**src/rtl/settle_counter.sv**
```systemverilog
// settle_counter: 4-bit loadable down-counter that times how long each minterm is held before sampling
// ports: load_i/load_val_i reload, dec_i counts down (stops at 0), value_o current count, expired_o last settle cycle
module settle_counter (
  input  logic       clk,
  input  logic       reset,
  input  logic       load_i,
  input  logic [3:0] load_val_i,
  input  logic       dec_i,
  output logic [3:0] value_o,
  output logic       expired_o
);
  logic [3:0] value_q;
  always_ff @(posedge clk)
    if (reset) value_q <= '0;
    else if (load_i) value_q <= load_val_i;
    else if (dec_i && value_q != 4'd0) value_q <= value_q - 4'd1;
  assign value_o   = value_q;
  assign expired_o = value_q == 4'd1;
endmodule

```
**config.mk**
```make
export PLATFORM = sky130hd
export DESIGN_NAME = settle_counter
export DESIGN_NICKNAME = d
export VERILOG_FILES = /design/src/rtl/settle_counter.sv
export SDC_FILE = /design/constraint.sdc
export NUM_CORES = 1
export LEC_CHECK = 0
export BUFFER_PORTS_ARGS = -buffer_cell sky130_fd_sc_hd__buf_4
export CELL_PAD_IN_SITES_DETAIL_PLACEMENT = 1
export CELL_PAD_IN_SITES_GLOBAL_PLACEMENT = 1
export CORE_AREA = 2 2 39 41
export DETAILED_ROUTE_END_ITERATION = 6
export DIE_AREA = 0 0 41 43
export GPL_ROUTABILITY_DRIVEN = 0
export PLACE_DENSITY = 0.51
export SLEW_MARGIN = 20
export SYNTH_ARGS = -nofsm -noshare
export SYNTH_HDL_FRONTEND = slang
export SYNTH_SLANG_ARGS = --single-unit
```
**constraint.sdc**
```tcl
create_clock -name clk -period 1.81 [get_ports clk]
set_clock_uncertainty 0.1 [all_clocks]
set_input_delay 0.181 -clock clk [delete_from_list [all_inputs] [get_ports clk]]
set_output_delay 0.181 -clock clk [all_outputs]
set_load 0.02 [all_outputs]
```
==> metrics.cfg, run 1 <==
[power]
power_mw = 0.331
powerDensity_nw_per_um2 = 753
p_leak_nw = 0.194
vdd_drop_max_mv = 0.328

[setup_path]
cp_cell_sequence = inv_1 -> ha_2 -> or3b_4 -> and3_1 -> or3_1
crit_fanout = 6
path_class = reg -> reg
reg2reg_setup_slack_ns = 0.09
crit_path_max_incr_delay_ns = 0.42
end_kind = flip-flop
start_kind = flip-flop
crit_path_top_delay_cell = or3b_4
cp.required_ns = 1.83
arrival_ns = 1.73

[clocking]
ctsLongestPathBuffers = 2
clk_latency_ns = 0.24
htree_num_levels = 1
cts_sinks = 4
cts_tree = done
cts_hold_buf = 0
clk_pin_slew_ns = 0.04
cts_buffers = 3
root_buffer = clkbuf_4

[sta]
finalCriticalPeriod_ns = 1.72
setup_tns_ns = 0
slew_headroom_pct = 79.9
tightest_slew_ns = 0.300
drv_slew = 0
post-route-period-util_pct = 94.8
fmax_mhz = 583
hold_viol = 0
finalSetupViolations = 0
rsz0062_at_grt = false

[final_layout]
final_nets = 61
layout-drive-gt1-share_pct = 46.9
n_antenna_cell = 0
largest_register_ffs = 4
design_area_sq_um = 439
areaGrowthSynthToFinish_pct = 53.3
fin_cells = 65

[worst_hold_path]
hp-class = in -> reg

[routing]
wirelength_microns = 787
drt_iter0_markers = 1
wl_per_cell_microns = 12.1
drc = 0
first_pass_iters = 3
vias = 312
ant_nets = 0
viasPerCell = 4.80

[place]
io_buffers = 12
dp.cells = 62
dpl.hpwl_microns = 581
dpl-instance-area_sq_um = 408

[floorplanning]
die_x_microns = 41
die_h_microns = 43
core_sq_um = 1380
io_pins = 13
rows = 14
dieArea_sq_um = 1760
initial_core_util_pct = 20.7

[grt]
grt_max_degree = 12
antenna_found_initial = 0
gr-total-overflow = 0
grt_pass1_vias = 300
grt_pass1_wl_microns = 1230
grt_usage_pct = 10.7

[logic_synthesis]
ys_seq_elements = 4
ys.flop_type = dfxtp_1
synth_edf_count = 0
yosysSeqAreaShare_pct = 27.9
ys.warnings.count = 0
async_flop_share_pct = 0
synth_area_leaders = dfxtp_1 28%, a2111oi_2 10%, ha_1 8.7%
synth_top_area_share_pct = 27.9
synth.avg_cell_area_sq_um = 8.68
yosys.area.top_type = dfxtp_1
netlist_area_sq_um = 287
syn_inst = 33
synthTopCellsByCount = 4 x dfxtp_1, 4 x nor3_1, 3 x inv_1, 3 x nand2_1
yosysUniqueCellTypes = 19
synth_nets = 43

[outcome]
status = finished, final reports clean

[run]
maxCapViolCount = 0

## worst max-delay path, delay by kind of cell, from the launching register on
kind	cells	cell delay [ns]
adder cells (fa/ha/maj)	1	0.18
buffers and inverters	1	0.08
AND/OR/NAND/NOR	3	0.93
flip-flops	1	0.31
## worst paths after layout
check	start	endpoint	cells after the start
max reg2reg	value_o[1]$_SDFFE_PP0P_	value_o[0]$_SDFFE_PP0P_	5
min	reset	value_o[3]$_SDFFE_PP0P_	2
min reg2reg	value_o[2]$_SDFFE_PP0P_	value_o[2]$_SDFFE_PP0P_	2
max	value_o[1]$_SDFFE_PP0P_	value_o[0]$_SDFFE_PP0P_	5
## cells by family (layout without fill, tap and decap cells)
kind of cell,after synthesis,count (layout),share of synthesized area [%]
fa+ha+maj,2,2,8.73
flops,4,4,27.9
simple gates,17,17,35.4
buf+inv,4,20,5.24
compound gates,6,6,22.7
## cells in the final DEF (no fill, tap or decap)
| master | instances |
|---|---|
| nor2_1 | 2 |
| a2111oi_2 | 3 |
| clkbuf_4 | 3 |
| ha_2 | 1 |
| a311o_1 | 1 |
| and3_1 | 1 |
| inv_2 | 1 |
| and4b_1 | 1 |
| nand2_1 | 3 |
| or3_1 | 1 |
| a311oi_1 | 1 |
| a211oi_1 | 1 |
| nor3b_1 | 1 |
| dfxtp_1 | 4 |
| buf_4 | 14 |
| inv_1 | 2 |
| nor3_1 | 4 |
| and4_1 | 1 |
| nor2b_1 | 2 |
| ha_1 | 1 |
| or3b_4 | 1 |
## final cells by class
type	count	area (sq um)
fill	164	945
multi-input combinational	25	200
timing repair buffer	14	105
sequential	4	80.1
clock buffer	3	22.5
tap	16	20.0
inverter	3	11.3
## repair_timing
item                       CTS  global route
gates resized for setup      0             4
setup endpoints to repair    0             1
buffers inserted             0             0
## through the flow
step | worst slack [ns] | util, % | hold WS (ns)
after floorplan | 0.0391 | - | 0.160
after global placement | 0.118 | 29.5 | 0.334
after detailed placement | 0.0971 | 29.5 | 0.346
after CTS | 0.0891 | 31.1 | 0.0933
after global routing | 0.00417 | 31.7 | 0.102
final | 0.0945 | 31.7 | 0.0989
## where the power goes
part,switching (mW),leakage [nW],internal (mW)
Sequential,0.00846,0.0332,0.0970
Clock,0.0418,0.0138,0.0745
Combinational,0.0551,0.147,0.0537
Total,0.105,0.194,0.225
## routing by layer
layer	routed length (microns)	track usage, %	vias to the layer above
met4	0	0	0
li1	-	-	158
met1	331	11.9	139
met5	0	0	-
met2	356	15.9	15
met3	98	9.42	0
Power figures use the tool's default switching activity.
==> run 2: changes to the inputs <==
- clock period: 1.81 -> 2.2 ns (I/O delays scaled with it)
==> metrics.cfg, run 2 (synthesized netlist as in run 1, its figures left out) <==
[outcome]
status = finished, final reports clean

[clocking]
cts_sinks = 4
ctsLongestPathBuffers = 2
clk_pin_slew_ns = 0.04
postCtsSetupBuffers = 0
cts_buffers = 3
htree_num_levels = 1
root_buffer = clkbuf_4
clk_latency_ns = 0.23
cts_hold_buf = 0
cts_tree = done
ctsResizeCount = 0

[final_layout]
mostFrequentLayoutCells = 12 x buf_4, 4 x nor3_1, 4 x dfxtp_1
final_nets = 59
layout-drive-gt1-share_pct = 38.3
fin_cells = 63
final_common_cell = buf_4
largest_register_ffs = 4
n_antenna_cell = 0
areaGrowthSynthToFinish_pct = 45.0

[floorplanning]
die_x_microns = 41
rows = 14
initial_core_util_pct = 20.7
io_pins = 13
die_h_microns = 43
core_sq_um = 1380
dieArea_sq_um = 1760

[sta]
setup_tns_ns = 0
fmax_mhz = 556
hold_viol = 0
post-route-period-util_pct = 81.7
tightest_slew_ns = 0.353
finalSetupViolations = 0
slew_headroom_pct = 75.9
finalCriticalPeriod_ns = 1.80
drv_slew = 0
rsz0062_at_grt = false
hold_slack_ns = 0.138

[setup_path]
rr_worst_depth = 5
start_kind = flip-flop
arrival_ns = 1.87
cp.required_ns = 2.28
path_class = reg -> reg
end_kind = flip-flop
crit_fanout = 6

[grt]
grt_max_degree = 12
gr-total-overflow = 0
grt_pass1_vias = 264
antenna_found_initial = 0
grt_usage_pct = 10.4
grt_pass1_wl_microns = 1150

[routing]
drc = 0
wirelength_microns = 775
vias = 304
ant_nets = 0
drt_iter0_markers = 1
first_pass_iters = 3
wl_per_cell_microns = 12.3
viasPerCell = 4.83

[worst_hold_path]
hold_depth = 2
hp-class = in -> reg

[power]
p_leak_nw = 0.186
powerDensity_nw_per_um2 = 621
vdd_drop_max_mv = 0.148

[run]
maxCapViolCount = 0

[place]
io_buffers = 12
dp.cells = 60

==> run 2: stage by stage <==
stage               power [mW]  util [%]  instance area (sq um)  worst slack (ns)
detailed placement       0.170      28.4                    393             0.384
finish                   0.258      30.0                    415             0.402
CTS                      0.265      30.0                    415             0.372
floorplan                0.135         -                    287             0.429
global placement         0.168      28.4                    393             0.456
global route             0.277      30.0                    415             0.256
==> run 2: report_power, final <==
group / switching, mW / internal, mW
sequential: 0.00894 / 0.0799
clock: 0.0288 / 0.0609
combinational: 0.0404 / 0.0388
total: 0.0782 / 0.180
==> run 2: path summary, 6_finish.rpt <==
kind / start / end / slack [ns]
setup / recovery: value_o[1]$_SDFFE_PP0P_ / value_o[0]$_SDFFE_PP0P_ / 0.40
hold reg to reg: value_o[2]$_SDFFE_PP0P_ / value_o[2]$_SDFFE_PP0P_ / 0.60
setup reg to reg: value_o[1]$_SDFFE_PP0P_ / value_o[0]$_SDFFE_PP0P_ / 0.40
hold / removal: reset / value_o[3]$_SDFFE_PP0P_ / 0.14
==> run 2: layout make-up <==
cell class	instances	area, sq um
fill	174	968
multi-input combinational	25	191
timing repair buffer	12	90.1
sequential	4	80.1
clock buffer	3	22.5
tap	16	20.0
inverter	3	11.3
==> run 2: critical path, stage by stage, from the launching register on <==
cell	delay (ns)
dfxtp_1	0.32
inv_1	0.12
ha_1	0.20
or3b_4	0.42
a2111oi_0	0.42
or3_1	0.17
==> run 2: layer usage <==
metal / vias up / part of all wire [%] / track usage (%)
met1: 137 / 44 / 11.5
li1: 156 / - / -
met5: - / 0 / 0
met3: 0 / 10 / 4.71
met2: 11 / 46 / 13.8
met4: 0 / 0 / 10.0
==> run 3: changes to the inputs <==
- clock period: 2.2 -> 1.76 ns (I/O delays scaled with it)
==> metrics.cfg, run 3 (synthesized netlist as in run 1, its figures left out) <==
[clocking]
cts_hold_buf = 0
htree_num_levels = 1
cts_buffers = 3
cts_tree = done
clk_latency_ns = 0.23
root_buffer = clkbuf_4
clk_pin_slew_ns = 0.04
cts_sinks = 4
ctsLongestPathBuffers = 2

[routing]
wl_per_cell_microns = 12.9
viasPerCell = 4.86
vias = 321
wirelength_microns = 851
ant_nets = 0
drt_iter0_markers = 0
first_pass_iters = 1
drc = 0

[worst_hold_path]
hp-class = in -> reg
min_from = reset
hold_depth = 2
hold_end = value_o[3]$_SDFFE_PP0P_

[sta]
setup_tns_ns = 0
post-route-period-util_pct = 96.1
slew_headroom_pct = 78.1
tightest_slew_ns = 0.320
finalCriticalPeriod_ns = 1.69
rsz0062_at_grt = false
fmax_mhz = 591
drv_slew = 0
finalSetupViolations = 0
hold_viol = 0

[final_layout]
seqCellArea_sq_um = 81.3
design_area_sq_um = 457
mostFrequentLayoutCells = 15 x buf_4, 4 x nor3_1, 3 x nand2_1, 3 x clkbuf_4, 3 x dfxtp_1
final_common_cell = buf_4
multi_input_area_sq_um = 209
areaGrowthSynthToFinish_pct = 59.4
fin_util_pct = 33.0
fin_cells = 66
fill_cells = 183
largest_register_ffs = 4
n_antenna_cell = 0
final_nets = 62
layout-drive-gt1-share_pct = 52.0

[setup_path]
rr_worst_depth = 5
end_kind = flip-flop
crit_fanout = 6
reg2reg_setup_slack_ns = 0.07
timing.rr.start = value_o[0]$_SDFFE_PP0P_
start_kind = flip-flop
path_class = reg -> reg
timing.rr.end = value_o[0]$_SDFFE_PP0P_
cp.required_ns = 1.77
arrival_ns = 1.70

[floorplanning]
rows = 14
dieArea_sq_um = 1760
die_x_microns = 41
initial_core_util_pct = 20.7
io_pins = 13
core_sq_um = 1380
die_h_microns = 43

[grt]
grt_pass1_wl_microns = 1280
grt_max_degree = 12
antenna_found_initial = 0
grt_pass1_vias = 289
grt_usage_pct = 11.1
gr-total-overflow = 0

[power]
vdd_drop_max_mv = 0.295
p_leak_nw = 0.199
powerDensity_nw_per_um2 = 766

[place]
dpl-instance-area_sq_um = 408
io_buffers = 12
dpl.hpwl_microns = 636
dp.cells = 62

[outcome]
status = finished, final reports clean

[run]
maxCapViolCount = 0

[run 3: changes by cell type in the layout (fill, tap and decap cells not counted)]
cell	before	now
ha_1	2	1
inv_2	0	2
buf_4	12	15
and3_1	1	0
dfxtp_1	4	3
ha_4	0	1
and3_4	0	1
inv_1	3	1
dfxtp_2	0	1
[run 3: worst max path at each step]
stage                                  startpoint                       to  cells past startpoint
after floorplan           value_o[0]$_SDFFE_PP0P_  value_o[0]$_SDFFE_PP0P_                      5
after global placement    value_o[0]$_SDFFE_PP0P_  value_o[0]$_SDFFE_PP0P_                      5
after detailed placement  value_o[0]$_SDFFE_PP0P_  value_o[0]$_SDFFE_PP0P_                      5
after CTS                 value_o[0]$_SDFFE_PP0P_  value_o[0]$_SDFFE_PP0P_                      5
after global routing      value_o[0]$_SDFFE_PP0P_  value_o[0]$_SDFFE_PP0P_                      5
final                     value_o[0]$_SDFFE_PP0P_  value_o[0]$_SDFFE_PP0P_                      5
[run 3: through the flow]
step | power [mW] | worst slack, ns | hold WS (ns)
2_1_floorplan | 0.169 | 0.00684 | 0.155
3_3_place_gp | 0.217 | 0.0680 | 0.328
3_5_place_dp | 0.221 | 0.0252 | 0.332
4_1_cts | 0.344 | 0.0119 | 0.0790
5_1_grt | 0.376 | 0.0205 | 0.0947
6_report | 0.350 | 0.0682 | 0.0893
[run 3: final cells by class]
type	count	share of cell area (%)
multi-input combinational	25	45.8
clock buffer	3	4.93
inverter	3	2.47
sequential	4	17.8
tap	16	4.38
timing repair buffer	15	24.7
[run 3: report_power, final]
| part | internal [mW] | switching [mW] | leakage (nW) | total [mW] |
|---|---|---|---|---|
| sequential | 0.100 | 0.00947 | 0.0336 | 0.110 |
| combinational | 0.0638 | 0.0597 | 0.152 | 0.123 |
| clock | 0.0765 | 0.0399 | 0.0138 | 0.116 |
| total | 0.241 | 0.109 | 0.199 | 0.350 |
[run 3: timing repair]
action | in CTS | in global routing
endpoints found under the hold margin | 0 | 0
gates resized for setup | 0 | 5
setup endpoints to repair | 0 | 2
setup buffers | 0 | 1
[run 3: worst max-delay path: stages, from the launching register on]
cell     delay, ns
dfxtp_1       0.31
inv_2         0.08
ha_4          0.14
or3b_4        0.41
and3_4        0.18
or3_1         0.34
[run 3: layer usage]
metal	vias up	global-route usage, %	wire length [microns]
met3	0	3.66	75
met2	11	14.7	401
met5	-	0	0
met4	0	8.00	0
met1	148	14.3	374
li1	162	-	-
